**config.mk**
```make
export PLATFORM = sky130hd
export DESIGN_NAME = alu_muldiv
export DESIGN_NICKNAME = d
export VERILOG_FILES = /design/src/rtl/alu_muldiv.sv
export SDC_FILE = /design/constraint.sdc
export NUM_CORES = 1
export LEC_CHECK = 0
export BUFFER_PORTS_ARGS = -buffer_cell sky130_fd_sc_hd__buf_2
export CORE_ASPECT_RATIO = 2
export CORE_MARGIN = 5
export CORE_UTILIZATION = 45
export CTS_CLUSTER_DIAMETER = 60
export DETAILED_ROUTE_END_ITERATION = 10
export GPL_TIMING_DRIVEN = 0
export HOLD_SLACK_MARGIN = 0.15
export SYNTH_ARGS = -nofsm -noshare
export SYNTH_HDL_FRONTEND = slang
export SYNTH_SLANG_ARGS = --single-unit
```
**constraint.sdc**
```tcl
create_clock -name clk -period 11.74 [get_ports clk]
set_input_delay 2.348 -clock clk [delete_from_list [all_inputs] [get_ports clk]]
set_output_delay 2.348 -clock clk [all_outputs]
set_load 0.03 [all_outputs]
```
**src/rtl/alu_muldiv.sv**
```systemverilog
// Execute-stage ALU: combinational integer ops on y, plus an iterative multiply/divide unit
// that owns the architectural HI/LO pair. Mul/div issue through start and report busy/done;
// each operation takes WIDTH step cycles followed by one DONE cycle.
module alu_muldiv #(
    parameter int unsigned WIDTH = 32
) (
    input  logic             clk,
    input  logic             rst,
    input  logic [WIDTH-1:0] a,
    input  logic [WIDTH-1:0] b,
    input  logic [7:0]       op,
    input  logic             start,
    input  logic             flush,
    output logic [WIDTH-1:0] y,
    output logic             overflow,
    output logic             zero,
    output logic             busy,
    output logic             done,
    output logic             div_by_zero,
    output logic [WIDTH-1:0] hi,
    output logic [WIDTH-1:0] lo
);

    // Operation codes, matching the decode stage's EXE_*_OP values.
    localparam logic [7:0] OP_AND   = 8'b0010_0100;
    localparam logic [7:0] OP_OR    = 8'b0010_0101;
    localparam logic [7:0] OP_XOR   = 8'b0010_0110;
    localparam logic [7:0] OP_NOR   = 8'b0010_0111;
    localparam logic [7:0] OP_ANDI  = 8'b0101_1001;
    localparam logic [7:0] OP_ORI   = 8'b0101_1010;
    localparam logic [7:0] OP_XORI  = 8'b0101_1011;
    localparam logic [7:0] OP_LUI   = 8'b0101_1100;
    localparam logic [7:0] OP_SLT   = 8'b0010_1010;
    localparam logic [7:0] OP_SLTU  = 8'b0010_1011;
    localparam logic [7:0] OP_ADD   = 8'b0010_0000;
    localparam logic [7:0] OP_ADDU  = 8'b0010_0001;
    localparam logic [7:0] OP_SUB   = 8'b0010_0010;
    localparam logic [7:0] OP_SUBU  = 8'b0010_0011;
    localparam logic [7:0] OP_ADDI  = 8'b0101_0101;
    localparam logic [7:0] OP_MULT  = 8'b0001_1000;
    localparam logic [7:0] OP_MULTU = 8'b0001_1001;
    localparam logic [7:0] OP_DIV   = 8'b0001_1010;
    localparam logic [7:0] OP_DIVU  = 8'b0001_1011;
    localparam logic [7:0] OP_MFHI  = 8'b0001_0000;
    localparam logic [7:0] OP_MTHI  = 8'b0001_0001;
    localparam logic [7:0] OP_MFLO  = 8'b0001_0010;
    localparam logic [7:0] OP_MTLO  = 8'b0001_0011;
    localparam logic [7:0] OP_LW    = 8'b1110_0011;
    localparam logic [7:0] OP_SW    = 8'b1110_1011;
    localparam logic [7:0] OP_BEQ   = 8'b0101_0001;

    localparam int unsigned CW = (WIDTH > 1) ? $clog2(WIDTH) : 1;
    localparam logic [CW-1:0] CNT_LAST = CW'(WIDTH - 1);

    typedef enum logic [1:0] {
        StIdle,
        StRun,
        StDone
    } state_e;

    state_e state_q, state_d;

    logic [CW-1:0]        cnt_q;
    // Mul: {partial product, multiplier}. Div: {partial remainder, dividend/quotient}.
    logic [2*WIDTH-1:0]   acc_q;
    logic [WIDTH-1:0]     opb_q;    // multiplicand or divisor magnitude
    logic                 div_q;    // operation in flight is a divide
    logic                 neg_q;    // negate product / quotient at the end
    logic                 rneg_q;   // negate remainder at the end (dividend was negative)
    logic                 dbz_q;    // divisor was zero
    logic [WIDTH-1:0]     hi_q, lo_q;

    logic [WIDTH-1:0]     sum, diff, lui_val;
    logic                 is_md_op, sgn_op, div_op, accept, last_step;
    logic [WIDTH-1:0]     mag_a, mag_b;

    logic [WIDTH:0]       mul_sum;
    logic [2*WIDTH-1:0]   mul_next, div_next, step_acc;
    logic [WIDTH:0]       shifted;
    logic                 div_ge;
    logic [WIDTH-1:0]     rem_sub;

    logic [2*WIDTH-1:0]   prod;
    logic [WIDTH-1:0]     quo, rem, res_hi, res_lo;

    assign sum  = a + b;
    assign diff = a - b;

    // Upper-immediate load only makes sense when the word can hold a 16-bit field.
    if (WIDTH >= 16) begin : g_lui_wide
        assign lui_val = WIDTH'(b[15:0]) << (WIDTH - 16);
    end else begin : g_lui_narrow
        assign lui_val = '0;
    end

    // Single-cycle result, signed overflow and zero flag.
    always_comb begin
        y        = '0;
        overflow = 1'b0;
        case (op)
            OP_ADD, OP_ADDI: begin
                y        = sum;
                overflow = (a[WIDTH-1] == b[WIDTH-1]) && (sum[WIDTH-1] != a[WIDTH-1]);
            end
            OP_ADDU, OP_LW, OP_SW: y = sum;
            OP_SUB: begin
                y        = diff;
                overflow = (a[WIDTH-1] != b[WIDTH-1]) && (diff[WIDTH-1] != a[WIDTH-1]);
            end
            OP_SUBU, OP_BEQ:  y = diff;
            OP_AND, OP_ANDI:  y = a & b;
            OP_OR, OP_ORI:    y = a | b;
            OP_XOR, OP_XORI:  y = a ^ b;
            OP_NOR:           y = ~(a | b);
            OP_SLT:           y = {{(WIDTH-1){1'b0}}, $signed(a) < $signed(b)};
            OP_SLTU:          y = {{(WIDTH-1){1'b0}}, a < b};
            OP_LUI:           y = lui_val;
            OP_MFHI:          y = hi_q;
            OP_MFLO:          y = lo_q;
            default:          y = '0;
        endcase
    end

    assign zero = (y == '0);

    // Issue decode and operand magnitudes for the iterative unit.
    always_comb begin
        is_md_op = (op == OP_MULT) || (op == OP_MULTU) || (op == OP_DIV) || (op == OP_DIVU);
        sgn_op   = (op == OP_MULT) || (op == OP_DIV);
        div_op   = (op == OP_DIV) || (op == OP_DIVU);
        accept   = (state_q == StIdle) && start && is_md_op && !flush;
        mag_a    = (sgn_op && a[WIDTH-1]) ? -a : a;
        mag_b    = (sgn_op && b[WIDTH-1]) ? -b : b;
        last_step = (state_q == StRun) && (cnt_q == CNT_LAST);
    end

    // One shift-add or restoring-subtract step on the accumulator.
    always_comb begin
        mul_sum  = {1'b0, acc_q[2*WIDTH-1:WIDTH]}
                 + {1'b0, (acc_q[0] ? opb_q : {WIDTH{1'b0}})};
        mul_next = {mul_sum, acc_q[WIDTH-1:1]};
        shifted  = acc_q[2*WIDTH-1:WIDTH-1];
        div_ge   = shifted >= {1'b0, opb_q};
        // When div_ge holds the difference is below the divisor, so the low bits suffice.
        rem_sub  = shifted[WIDTH-1:0] - opb_q;
        div_next = div_ge ? {rem_sub, acc_q[WIDTH-2:0], 1'b1}
                          : {acc_q[2*WIDTH-2:0], 1'b0};
        step_acc = div_q ? div_next : mul_next;
    end

    // Re-apply signs to the final step's magnitudes to form the HI/LO values.
    always_comb begin
        prod   = neg_q ? -step_acc : step_acc;
        quo    = neg_q ? -step_acc[WIDTH-1:0] : step_acc[WIDTH-1:0];
        rem    = rneg_q ? -step_acc[2*WIDTH-1:WIDTH] : step_acc[2*WIDTH-1:WIDTH];
        res_hi = div_q ? rem : prod[2*WIDTH-1:WIDTH];
        res_lo = div_q ? quo : prod[WIDTH-1:0];
    end

    // Next-state logic for the mul/div sequencer; flush always returns to idle.
    always_comb begin
        state_d = state_q;
        case (state_q)
            StIdle: if (accept) state_d = StRun;
            StRun: begin
                if (flush)          state_d = StIdle;
                else if (last_step) state_d = StDone;
            end
            StDone:  state_d = StIdle;
            default: state_d = StIdle;
        endcase
    end

    // Sequencer state, step counter and operand latches.
    always_ff @(posedge clk) begin
        if (rst) begin
            state_q <= StIdle;
            cnt_q   <= '0;
            acc_q   <= '0;
            opb_q   <= '0;
            div_q   <= 1'b0;
            neg_q   <= 1'b0;
            rneg_q  <= 1'b0;
            dbz_q   <= 1'b0;
        end else begin
            state_q <= state_d;
            if (accept) begin
                cnt_q  <= '0;
                acc_q  <= {{WIDTH{1'b0}}, mag_a};
                opb_q  <= mag_b;
                div_q  <= div_op;
                neg_q  <= sgn_op && (a[WIDTH-1] ^ b[WIDTH-1]);
                rneg_q <= sgn_op && div_op && a[WIDTH-1];
                dbz_q  <= div_op && (b == '0);
            end else if (state_q == StRun) begin
                cnt_q <= cnt_q + CW'(1);
                acc_q <= step_acc;
            end
        end
    end

    // HI/LO: result write on the edge into DONE, or a direct move from idle.
    always_ff @(posedge clk) begin
        if (rst) begin
            hi_q <= '0;
            lo_q <= '0;
        end else if (last_step && !flush) begin
            if (!dbz_q) begin
                hi_q <= res_hi;
                lo_q <= res_lo;
            end
        end else if ((state_q == StIdle) && start && !flush) begin
            if (op == OP_MTHI) hi_q <= a;
            if (op == OP_MTLO) lo_q <= a;
        end
    end

    assign busy        = (state_q != StIdle);
    assign done        = (state_q == StDone);
    assign div_by_zero = done && dbz_q;
    assign hi          = hi_q;
    assign lo          = lo_q;

endmodule

```
== Word level (Yosys, flattened, before mapping) ==
Index checks and enable logic that the tools add are counted.

* Register bits after elaboration: 171
* Input port bits: 76
* Output and inout bits: 101
* Logic and storage cells: 130

* Add/subtract/negate cells: 10
* $lt $le $gt $ge: 3
* Equality and inequality tests: 36
* Multiplexer cells: 26
* Bitwise gates (word level): 5
* Reductions and logical operators: 39

{| class="wikitable"
|+ Operator list
! kind !! number
|-
| $mux 32 || 17
|-
| $pmux 32 s11 || 1
|-
| $mux 64 || 3
|-
| $neg 32->32 || 4
|-
| $eq 8x6->1 const B || 10
|-
| $eq 8x5->1 const B || 8
|-
| $logic_not 32->1 || 2
|-
| $lt 32x32->1 || 2
|-
| $neg 64->64 || 1
|-
| $sub 32x32->32 || 2
|-
| $eq 8x7->1 const B || 6
|-
| $add 32x32->33 || 1
|-
| $ge 33x32->1 || 1
|-
| $add 32x32->32 || 1
|-
| $and 32x32->32 || 1
|-
| $not 32->32 || 1
|-
| $or 32x32->32 || 1
|-
| $xor 32x32->32 || 1
|-
| $eq 8x8->1 const B || 2
|-
| $logic_and 1x1->1 || 15
|-
| $reduce_bool 2->1 || 5
|-
| $reduce_or 2->1 || 5
|-
| $mux 2 || 3
|-
| $reduce_and 3->1 || 2
|-
| other kinds (17) || 24
|}

== Depth between registers and ports, before layout ==
* Depth after elaboration: 8
* Gate-level depth with buffers: 21

== Worst setup path after synthesis ==
OpenSTA, ideal clock, no wires.

* Path type: input to output
* Start point: in b[1]
* End point: out zero
* Arrival time: 6.190 ns
* Data required time: 9.392 ns
* Slack: 3.202 ns
* Stages on the path: 14
* Path buffers: 0
* Cells stage by stage: inv_1 > ha_1 > o21bai_1 > a21oi_1 > o21ai_1 > and4_1 > or4b_1 > a311oi_1 > o221a_2 > o21ai_0 > nor4_1 > nand4b_1 > or4_1 > nor3_2

* Elaborated cells on any way between the ends: 10

{| class="wikitable"
|+ RTL lines
! what !! line !! text
|-
| from (decl) || 10 || <nowiki>input logic [WIDTH-1:0] b,</nowiki>
|-
| $sub 32x32->32 or $add 32x32->32 (tied branches) || 87, 86 ||
|-
| $pmux 32 s11 * || 100 || <nowiki>case (op)</nowiki>
|-
| net y[25] || 14 || <nowiki>output logic [WIDTH-1:0] y,</nowiki>
|-
| $logic_not 32->1 * || 124 || <nowiki>assign zero = (y == '0);</nowiki>
|-
| to (decl) || 16 || <nowiki>output logic zero,</nowiki>
|}

Mark *: on every way through the listed nets, which the timed path passes. The rest lies on a longest branch.

== Final worst setup path ==
* Start point: in op[1]
* End point: out zero

* Word-level cells in the longest chain between the ends: 4
* Elaborated cells on any way between the ends: 27

{| class="wikitable"
|+ Ends and longest elaborated chain
! what !! line !! text
|-
| from (decl) || 11 || <nowiki>input logic [7:0] op,</nowiki>
|-
| $eq 8x6->1, or another cell as far along || 100 ||
|-
| $reduce_or 5->1 (no source line), or another cell as far along || -- ||
|-
| $pmux 32 s11 * || 100 ||
|-
| $logic_not 32->1 * || 124 ||
|}

Every way passes the cells marked *; elsewhere a longest branch is shown, timed or not.

==> impl_metrics.ini <==
[run_status]
outcome = finished, final reports clean

[detailed_routing]
postRouteAntennaNets = 0
route.detailed.drc = 0
wl_per_cell_um = 32.66
vias = 26450
wl_um = 125600
drtIter0Drc = 2974
drtPass1Iterations = 7
vias_per_cell = 6.876

[synthesis]
synth_cells = 3000
synth.most_common_cell = nor2_1
synth_area_per_cell_um2 = 7.041
ys_seq_area_share_pct = 16.21
ys_types = 113
async_reset_ff_share_pct = 0
netlist_top_cells_area = dfxtp_1, ha_1, a21oi_1, nor2_1, nand2_1
ys_seq_elements = 171
synth_area_um2 = 21120
synth_top_cell_by_area = dfxtp_1
synth.net_count = 3246
synth_flop_cell = dfxtp_1
yosysWarningCount = 0
yosys-top-cells-count = nor2_1, nand2_1, a21oi_1
synth-edff-count = 0
synth_top_area_share_pct = 16.21

[floorplan]
start_util_pct = 45.40
dieArea_um2 = 51630
die_w_um = 163.2
core_um2 = 46520
die_h_um = 316.4
pin_count = 177
num_rows = 112

[global_routing]
grt_use_total_pct = 47.34
use_met3_pct = 11.74
antenna_found_initial = 7
grt_max_degree = 15
grt_overflow_total = 0
grt_util_met1_pct = 42.00
gr-usage-met2_pct = 79.14
grt_pass1_wl_um = 177600
busiest_layer = met2
grt_pass1_vias = 26670

[placement]
port_buffers = 174
dp_hpwl_um = 101400
place_area_um2 = 22800
place_congestion = 1.115
post-place-ws_ns = 1.104

[sta]
period_share_pct = 92.78
worst_pin_slew_ns = 1.433
final_hold_viol_count = 0
max_freq_mhz = 91.81
relSlewSlack_pct = 3.700
fin_crit_ns = 10.89
drv_slew = 0
finalSetupTns_ns = 0
finalWorstSetupSlack_ns = 0.8474
setup_viol = 0
fin_worst_skew_ns = 0.02246
rsz0062_at_grt = no

[critical_path]
start_kind = primary input
crit_buf_inv = 6
worst-endpoint-required_ns = 9.39
cp.arrival_ns = 8.54
path_delay_family = simple AND/OR/NAND/NOR gates
cp_common_cell = buf_2
cp_slowest_cell = nor4_1
cp_cell_sequence = buf_2 > buf_2 > nor2b_1 > a21oi_1 > or4_1 > clkbuf_1 > clkbuf_1 > buf_1 > o221ai_1 > a21boi_1 > nand4b_1 > nor4_1 > nand4b_1 > or4_1 > nor3_2 > buf_2
crit_path_end_kind = output port
critPathKind = in -> out
critPathMaxStageDelay_ns = 0.88
crit_path_max_fanout = 11

[cts]
root_buffer = clkbuf_16
cts_resized = 0
clk_pin_slew_worst_paths_ns = 0.05
cts_tree = built
clock_sink_count = 171
cts_setup_buffers = 0
htree_levels = 4
clk_latency_ns = 0.52
cts_max_path_buffers = 3
cts_inserted_buffers = 25
hold_buffers = 0

[layout]
drive_gt1_share_pct = 9.997
layout.nets = 3452
synthToLayoutAreaGrowth_pct = 11.70
utilization_pct = 50.71
finalInstanceArea_um2 = 23590

[pwr]
p_per_area_nw_per_um2 = 75.48
total_power_uw = 1781
leakage_uw = 0.009573
vdd_drop_max_v = 0.00008413

[min_path]
hold_class = reg -> reg

[flow_run]
max_cap_viol_count = 0
[layout by cell type, fill, tap and decap left out, types with 31 or more instances in the layout]
| master | count |
|---|---|
| a211oi_1 | 109 |
| a21o_1 | 49 |
| a21oi_1 | 274 |
| a311oi_1 | 36 |
| a31oi_1 | 40 |
| and2_1 | 48 |
| buf_2 | 201 |
| clkbuf_1 | 137 |
| dfxtp_1 | 171 |
| ha_1 | 166 |
| inv_1 | 159 |
| mux2i_1 | 71 |
| nand2_1 | 301 |
| nand3_1 | 58 |
| nand4_1 | 31 |
| nor2_1 | 334 |
| nor3_1 | 76 |
| o211ai_1 | 44 |
| o21ai_0 | 164 |
| xnor2_1 | 107 |
| xor2_1 | 51 |
[report_power, final]
group	switching, uW	internal [uW]
clock network	271	453
logic	337	136
registers	1.97	581
total	610	1170
[layout make-up]
type | instances | area [um2]
antenna | 8 | 20.02
buffer | 188 | 758.2
clock buffer | 28 | 646.9
clock inverter | 4 | 95.09
fill | 4920 | 22930
inverter | 162 | 608.1
multi-input combinational | 2479 | 16350
sequential | 171 | 3423
tap | 627 | 784.5
timing repair buffer | 179 | 905.9
[worst reg2reg max path, delay by kind of cell (launching register included)]
| kind | cells | cell delay, ns |
|---|---|---|
| buf+inv | 8 | 3.88 |
| simple gates | 6 | 1.45 |
| compound gates | 4 | 1.44 |
| flops | 1 | 0.54 |
| fa+ha+maj | 1 | 0.39 |
| xor+xnor | 1 | 0.20 |
[flip-flops by register name, summed over array words and instances, names as in the netlist]
register,count
hi,32
div_q,1
rneg_q,1
opb_q,32
acc_q,64
neg_q,1
state_q,2
lo,32
dbz_q,1
cnt_q,5
[per-stage QoR]
stage          hold slack (ns)  std cells
2_1_floorplan           0.4403       3000
3_3_place_gp            0.4484       3801
3_5_place_dp            0.4549       3803
4_1_cts                 0.4622       3835
5_1_grt                 0.5086       3840
6_report                0.4673       3846
[cells by family after synthesis]
logic type      synth area share (%)
simple gates                   23.89
compound gates                 32.77
fa+ha+maj                      10.21
flops                          16.21
mux                            3.898
xor+xnor                       6.552
buf+inv                        6.469
[metal layers]
metal	up-vias	part of all wire [%]
met5	-	0.0096
met3	895	8.2
met2	1955	47
met1	12170	29
li1	11430	-
met4	2	16
[final timing paths]
path / startpoint / to / slack (ns) / cells past startpoint
max reg2reg: div_q / hi[2] / 3.78 / 20
min: cnt_q[4] / cnt_q[4] / 0.47 / 2
max: op[1] / zero / 0.85 / 16
min reg2reg: cnt_q[4] / cnt_q[4] / 0.47 / 2
No activity file was read; power rests on OpenSTA's default activity.
